<file path="config.mk">
export PLATFORM = sky130hd
export DESIGN_NAME = delay_timer
export DESIGN_NICKNAME = d
export VERILOG_FILES = /design/src/rtl/delay_timer_pkg.sv /design/src/rtl/delay_timer_tick_prescaler.sv /design/src/rtl/delay_timer.sv
export SDC_FILE = /design/constraint.sdc
export NUM_CORES = 1
export LEC_CHECK = 0
export ABC_CLOCK_PERIOD_IN_PS = 2300
export CAP_MARGIN = 20
export CORE_MARGIN = 4
export CORE_UTILIZATION = 56
export CTS_CLUSTER_SIZE = 14
export DETAILED_ROUTE_END_ITERATION = 10
export GPL_ROUTABILITY_DRIVEN = 0
export GPL_TIMING_DRIVEN = 0
export PLACE_DENSITY = 0.74
export RECOVER_POWER = 100
export SYNTH_ARGS = -nofsm -noshare
export SYNTH_HDL_FRONTEND = slang
export SYNTH_SLANG_ARGS = --single-unit
export TNS_END_PERCENT = 50
</file>
<file path="constraint.sdc">
create_clock -name clk -period 2.3 [get_ports clk]
set_input_delay 0.23 -clock clk [delete_from_list [all_inputs] [get_ports clk]]
set_output_delay 0.23 -clock clk [all_outputs]
set_load 0.02 [all_outputs]
</file>
<file path="src/rtl/delay_timer_pkg.sv">
// ============================================================================
// Module      : delay_timer_pkg
// Description : State encodings, default rates and width helper for delay_timer.
// Revision    : 1.0 - initial release
// ============================================================================
`default_nettype none

package delay_timer_pkg;

    localparam logic [1:0] c_DT_IDLE  = 2'd0;
    localparam logic [1:0] c_DT_LOAD  = 2'd1;
    localparam logic [1:0] c_DT_COUNT = 2'd2;
    localparam logic [1:0] c_DT_DONE  = 2'd3;

    localparam int c_CLK_HZ_DEFAULT  = 50_000_000;
    localparam int c_TICK_HZ_DEFAULT = 1000;

    // A prescale of 1 still needs a 1-bit register that simply stays at 0.
    function automatic int pre_width(input int prescale);
        return (prescale <= 1) ? 1 : $clog2(prescale);
    endfunction

endpackage

`default_nettype wire

</file>
<file path="src/rtl/delay_timer_tick_prescaler.sv">
// ============================================================================
// Module      : tick_prescaler
// Description : Reloadable down-counter producing a tick when it reaches zero.
// Revision    : 1.0 - initial release
// ============================================================================
`default_nettype none

module tick_prescaler
    import delay_timer_pkg::*;
#(
    parameter int PRESCALE = 1
) (
    input  logic clk,
    input  logic reset_n,
    input  logic enable,
    input  logic reload,
    output logic tick
);

    localparam int PRE_W = pre_width(PRESCALE);
    localparam logic [PRE_W-1:0] c_RELOAD = PRE_W'(PRESCALE - 1);
    localparam logic [PRE_W-1:0] c_ONE    = PRE_W'(1);

    logic [PRE_W-1:0] r_pre;

    always_ff @(posedge clk) begin
        if (!reset_n) begin
            r_pre <= '0;
        end else if (reload) begin
            r_pre <= c_RELOAD;
        end else if (enable && (r_pre != '0)) begin
            r_pre <= r_pre - c_ONE;
        end
    end

    assign tick = enable && (r_pre == '0);

endmodule

`default_nettype wire

</file>
<file path="src/rtl/delay_timer.sv">
// ============================================================================
// Module      : delay_timer
// Description : Programmable delay of (delay_value+1) prescaled ticks with done pulse.
// Revision    : 1.0 - initial release
// ============================================================================
`default_nettype none

module delay_timer
    import delay_timer_pkg::*;
#(
    parameter int CLK_HZ  = c_CLK_HZ_DEFAULT,
    parameter int TICK_HZ = c_TICK_HZ_DEFAULT,
    parameter int DELAY_W = 8
) (
    input  logic               clk,
    input  logic               reset_n,
    input  logic               start_delay_counter,
    input  logic [DELAY_W-1:0] delay_value,
    output logic               delay_done,
    output logic               delay_busy,
    output logic               tick
);

    localparam int PRESCALE = CLK_HZ / TICK_HZ;
    localparam logic [DELAY_W-1:0] c_COUNT_ONE = DELAY_W'(1);

    if (PRESCALE < 1) begin : g_prescale_check
        $error("delay_timer: CLK_HZ/TICK_HZ must be at least 1");
    end

    logic [1:0]         r_state;
    logic [DELAY_W-1:0] r_count;
    logic               w_tick;
    logic               w_last;
    logic               w_reload;

    assign w_last = (r_count == '0);
    // Reload on arming and on every tick that is not the final one.
    assign w_reload = (r_state == c_DT_LOAD) || (w_tick && !w_last);

    tick_prescaler #(
        .PRESCALE (PRESCALE)
    ) u_prescaler (
        .clk     (clk),
        .reset_n (reset_n),
        .enable  (r_state == c_DT_COUNT),
        .reload  (w_reload),
        .tick    (w_tick)
    );

    always_ff @(posedge clk) begin
        if (!reset_n) begin
            r_state <= c_DT_IDLE;
            r_count <= '0;
        end else begin
            case (r_state)
                c_DT_IDLE: begin
                    if (start_delay_counter) begin
                        r_state <= c_DT_LOAD;
                    end
                end
                c_DT_LOAD: begin
                    r_count <= delay_value;
                    r_state <= c_DT_COUNT;
                end
                c_DT_COUNT: begin
                    if (w_tick) begin
                        if (w_last) begin
                            r_state <= c_DT_DONE;
                        end else begin
                            r_count <= r_count - c_COUNT_ONE;
                        end
                    end
                end
                default: begin
                    r_state <= c_DT_IDLE;
                end
            endcase
        end
    end

    assign delay_done = (r_state == c_DT_DONE);
    assign delay_busy = (r_state == c_DT_LOAD) || (r_state == c_DT_COUNT);
    assign tick       = w_tick;

endmodule

`default_nettype wire

</file>
==> impl_metrics.json, run 1 <==
{
  "core_area_um2": 2540,
  "start_kind": "flop",
  "fmax_ghz": 0.467,
  "ys_seq_area_share_pct": 33.9,
  "layout-drive-gt1-share_pct": 12.3,
  "dieHeight_um": 60.4,
  "worst_pin_slew_ps": 627,
  "seq_area_um2": 520,
  "clock_skew_ps": 7.98,
  "drt_iter0_drc": 138,
  "r2r_end": "u_prescaler.r_pre[1]$_SDFFE_PN0P_",
  "timing.final.crit_share_pct": 93.0,
  "min_period_ps": 2140,
  "grt_pass1_wl_mm": 6.15,
  "via_per_inst": 6.18,
  "switching_share_pct": 44.8,
  "yosys-top-cells-area": "dfxtp_1 34%, ha_1 5.7%, a21oi_1 5.2%",
  "numCtsBuffers": 3,
  "synth_cell_types": 49,
  "n_antenna_cell": 0,
  "synth-edff-count": 0,
  "seqPwrFrac_pct": 32.5,
  "rr_startpoint": "u_prescaler.r_pre[0]$_SDFFE_PN0P_",
  "fin_util_pct": 69.9,
  "leakagePower_nw": 0.683,
  "use_met1_pct": 31.7,
  "syn_inst": 185,
  "die_w_um": 60.4,
  "ys_seq_elements": 26,
  "crit_slowest_cell": "dfxtp_1",
  "grt_overflow": 0,
  "grt_pass1_vias": 1352,
  "multi_input_area_um2": 953,
  "cts_tree": "built",
  "met3_usage_pct": 3.19,
  "reg2reg_depth": 7,
  "hold_viol_final": 0,
  "use_met2_pct": 34.4,
  "vdd_drop_max_mv": 0.873,
  "initial_core_util_pct": 60.3,
  "powerDensity_nw_per_um2": 1350,
  "ioPinCount": 14,
  "setup_viol": 0,
  "yosys.area.top_type": "dfxtp_1",
  "fillers": 225,
  "synth_top_area_share_pct": 33.9,
  "p_int_w": 0.00132,
  "top_usage_layer": "met2",
  "post_synth.cell_area_avg_um2": 8.30,
  "worst-r2r-setup-slack_ps": 160,
  "synth_nets": 203,
  "layout.nets": 222,
  "clk_pin_slew_worst_paths_ps": 150,
  "drc": 0,
  "dp_hpwl_mm": 2.70,
  "min_to": "r_count[5]$_SDFFE_PN0P_",
  "clock_latency_ps": 330,
  "area_growth_pct": 15.8,
  "clock_sinks": 26,
  "path_class": "reg -> reg",
  "routed-via-count": 1441,
  "grt_max_degree": 16,
  "wl_per_cell_um": 15.8,
  "hp-class": "in -> reg",
  "slew_viol_final": 0,
  "instances_no_fill": 233,
  "hold_depth": 2,
  "synthArstFlopShare_pct": 0,
  "dp.cells": 227,
  "crit_required_ps": 2560,
  "cp-end-kind": "flop",
  "pwr-share-clk_pct": 13.2,
  "yosysWarnings": 0,
  "comb_power_share_pct": 54.2,
  "slowest_delay_ps": 380,
  "port_buffers": 12,
  "p_switching_w": 0.00107,
  "final_antenna_net_count": 0,
  "crit_chain": "inv_1 > ha_2 > nor3b_1 > nand4_1 > nand2_1 > mux2_2 > a21oi_1",
  "arrival_ps": 2400,
  "fp.dieArea_um2": 3640,
  "cts_root_buf": "clkbuf_4",
  "first_pass_iters": 4,
  "grt_antenna_before_repair": 0,
  "status": "finished, final reports clean",
  "slew_headroom_pct": 57.8,
  "cts_hold_buf": 0,
  "wl_mm": 3.68,
  "num_rows": 18,
  "grt.total_usage_pct": 22.0,
  "min_from": "reset_n",
  "critPathMaxFanout": 7,
  "drv_cap": 0,
  "ys.flop_type": "dfxtp_1",
  "cts_max_level": 1,
  "cts_buffer_depth": 2,
  "syn-cell-area_um2": 1540
}
-- critical path, delay by kind of cell (launching register included) --
kind	cells	cell delay [ps]
AOI/OAI and AO/OA	1	130
buffers and inverters	1	110
and+or+nand+nor	3	860
adders and majority gates	1	260
DFF	1	380
muxes	1	350
-- routing by layer --
layer,wire [um],up-vias
met1,1730,672
met5,0,-
met3,254,5
met4,31,0
met2,1660,56
li1,-,708
-- flip-flops by register name, indices dropped and copies added, names as in the netlist --
signal             cells
r_state                2
u_prescaler.r_pre     16
r_count                8
-- through the flow --
step	hold WS [ps]	setup slack [ps]	instance area (um2)	total power, W	TNS, ps
2_1_floorplan	453	353	1540	0.00168	0
3_3_place_gp	472	9.18	1690	0.00194	0
3_5_place_dp	481	-76.3	1690	0.00199	-141
4_1_cts	314	26.6	1750	0.00231	0
5_1_grt	299	-9.06	1780	0.00260	-14.9
6_report	316	160	1780	0.00239	0
-- power groups by stage --
stage               sequential [W]  clock, W  combinational, W
finish                    0.000778  0.000317           0.00130
global route              0.000801  0.000343           0.00145
CTS                       0.000768  0.000320           0.00122
detailed placement        0.000779         0           0.00121
global placement          0.000769         0           0.00117
floorplan                 0.000734         0          0.000948
-- final cells by class --
type	count	share of cell area, %
plain buffers	7	1.76
clock buffers	3	1.27
clock inverters	1	1.69
inverters	14	2.96
multi-input cells	138	53.6
flip-flops and latches	26	29.3
well taps	30	2.11
repair buffers	14	7.32
-- cells in the mapped netlist, drive strengths merged (3+ instances only) --
| library cell | instances |
|---|---|
| a21oi | 16 |
| a31oi | 3 |
| clkbuf | 5 |
| dfxtp | 26 |
| ha | 7 |
| inv | 14 |
| mux2i | 4 |
| nand2 | 17 |
| nand2b | 3 |
| nand3 | 9 |
| nand4 | 4 |
| nand4b | 3 |
| nor2 | 15 |
| nor3 | 5 |
| nor4 | 6 |
| o21ai | 3 |
| o31a | 3 |
| or4 | 3 |
| xor2 | 8 |
-- cells in the final DEF (no fill, tap or decap), types with 3 or more instances in the layout --
cell type         n
a21oi_1          15
a31oi_1           3
clkbuf_1          3
clkbuf_2          5
clkbuf_4          3
clkdlybuf4s50_1   9
dfxtp_1          26
ha_1              6
inv_1            14
mux2i_1           4
nand2_1          17
nand2b_1          3
nand3_1           8
nand4_1           4
nand4b_1          3
nor2_1           15
nor3_1            5
nor4_1            4
o21ai_0           3
o31a_1            3
xor2_1            8
-- worst max path at each step --
stage	startpoint	to	cells after the start
floorplan	u_prescaler.r_pre[0]$_SDFFE_PN0P_	u_prescaler.r_pre[15]$_SDFFE_PN0P_	8
global placement	r_count[0]$_SDFFE_PN0P_	u_prescaler.r_pre[15]$_SDFFE_PN0P_	8
detailed placement	r_count[0]$_SDFFE_PN0P_	u_prescaler.r_pre[15]$_SDFFE_PN0P_	8
CTS	r_count[0]$_SDFFE_PN0P_	r_count[1]$_SDFFE_PN0P_	8
global route	u_prescaler.r_pre[0]$_SDFFE_PN0P_	r_state[1]$_SDFFE_PN0P_	7
finish	u_prescaler.r_pre[0]$_SDFFE_PN0P_	u_prescaler.r_pre[1]$_SDFFE_PN0P_	7
-- kinds of logic after synthesis --
family / Yosys count / synth area share, %
buffers and inverters: 21 / 5.13
AO/OA/AOI/OAI: 40 / 17.7
XOR/XNOR: 10 / 5.71
flip-flops: 26 / 33.9
AND/OR/NAND/NOR: 76 / 28.5
multiplexers: 5 / 3.34
adder cells (fa/ha/maj): 7 / 5.70
-- repair_timing --
action                     in CTS  in global routing
cloned                          0                  0
pin swaps                       0                  1
gates resized for setup         3                 10
setup endpoints to repair       3                 26
buffers inserted                0                  2
Power figures use the tool's default switching activity.
==> run 2, diff against run 1 <==
--- a/config.mk
+++ b/config.mk
@@ -9,7 +9,6 @@
 export CAP_MARGIN = 20
 export CORE_MARGIN = 4
 export CORE_UTILIZATION = 56
-export CTS_CLUSTER_SIZE = 14
 export DETAILED_ROUTE_END_ITERATION = 10
 export GPL_ROUTABILITY_DRIVEN = 0
 export GPL_TIMING_DRIVEN = 0
==> results of run 2 <==
No change in the layout: final DEF, timing and power equal those of run 1.
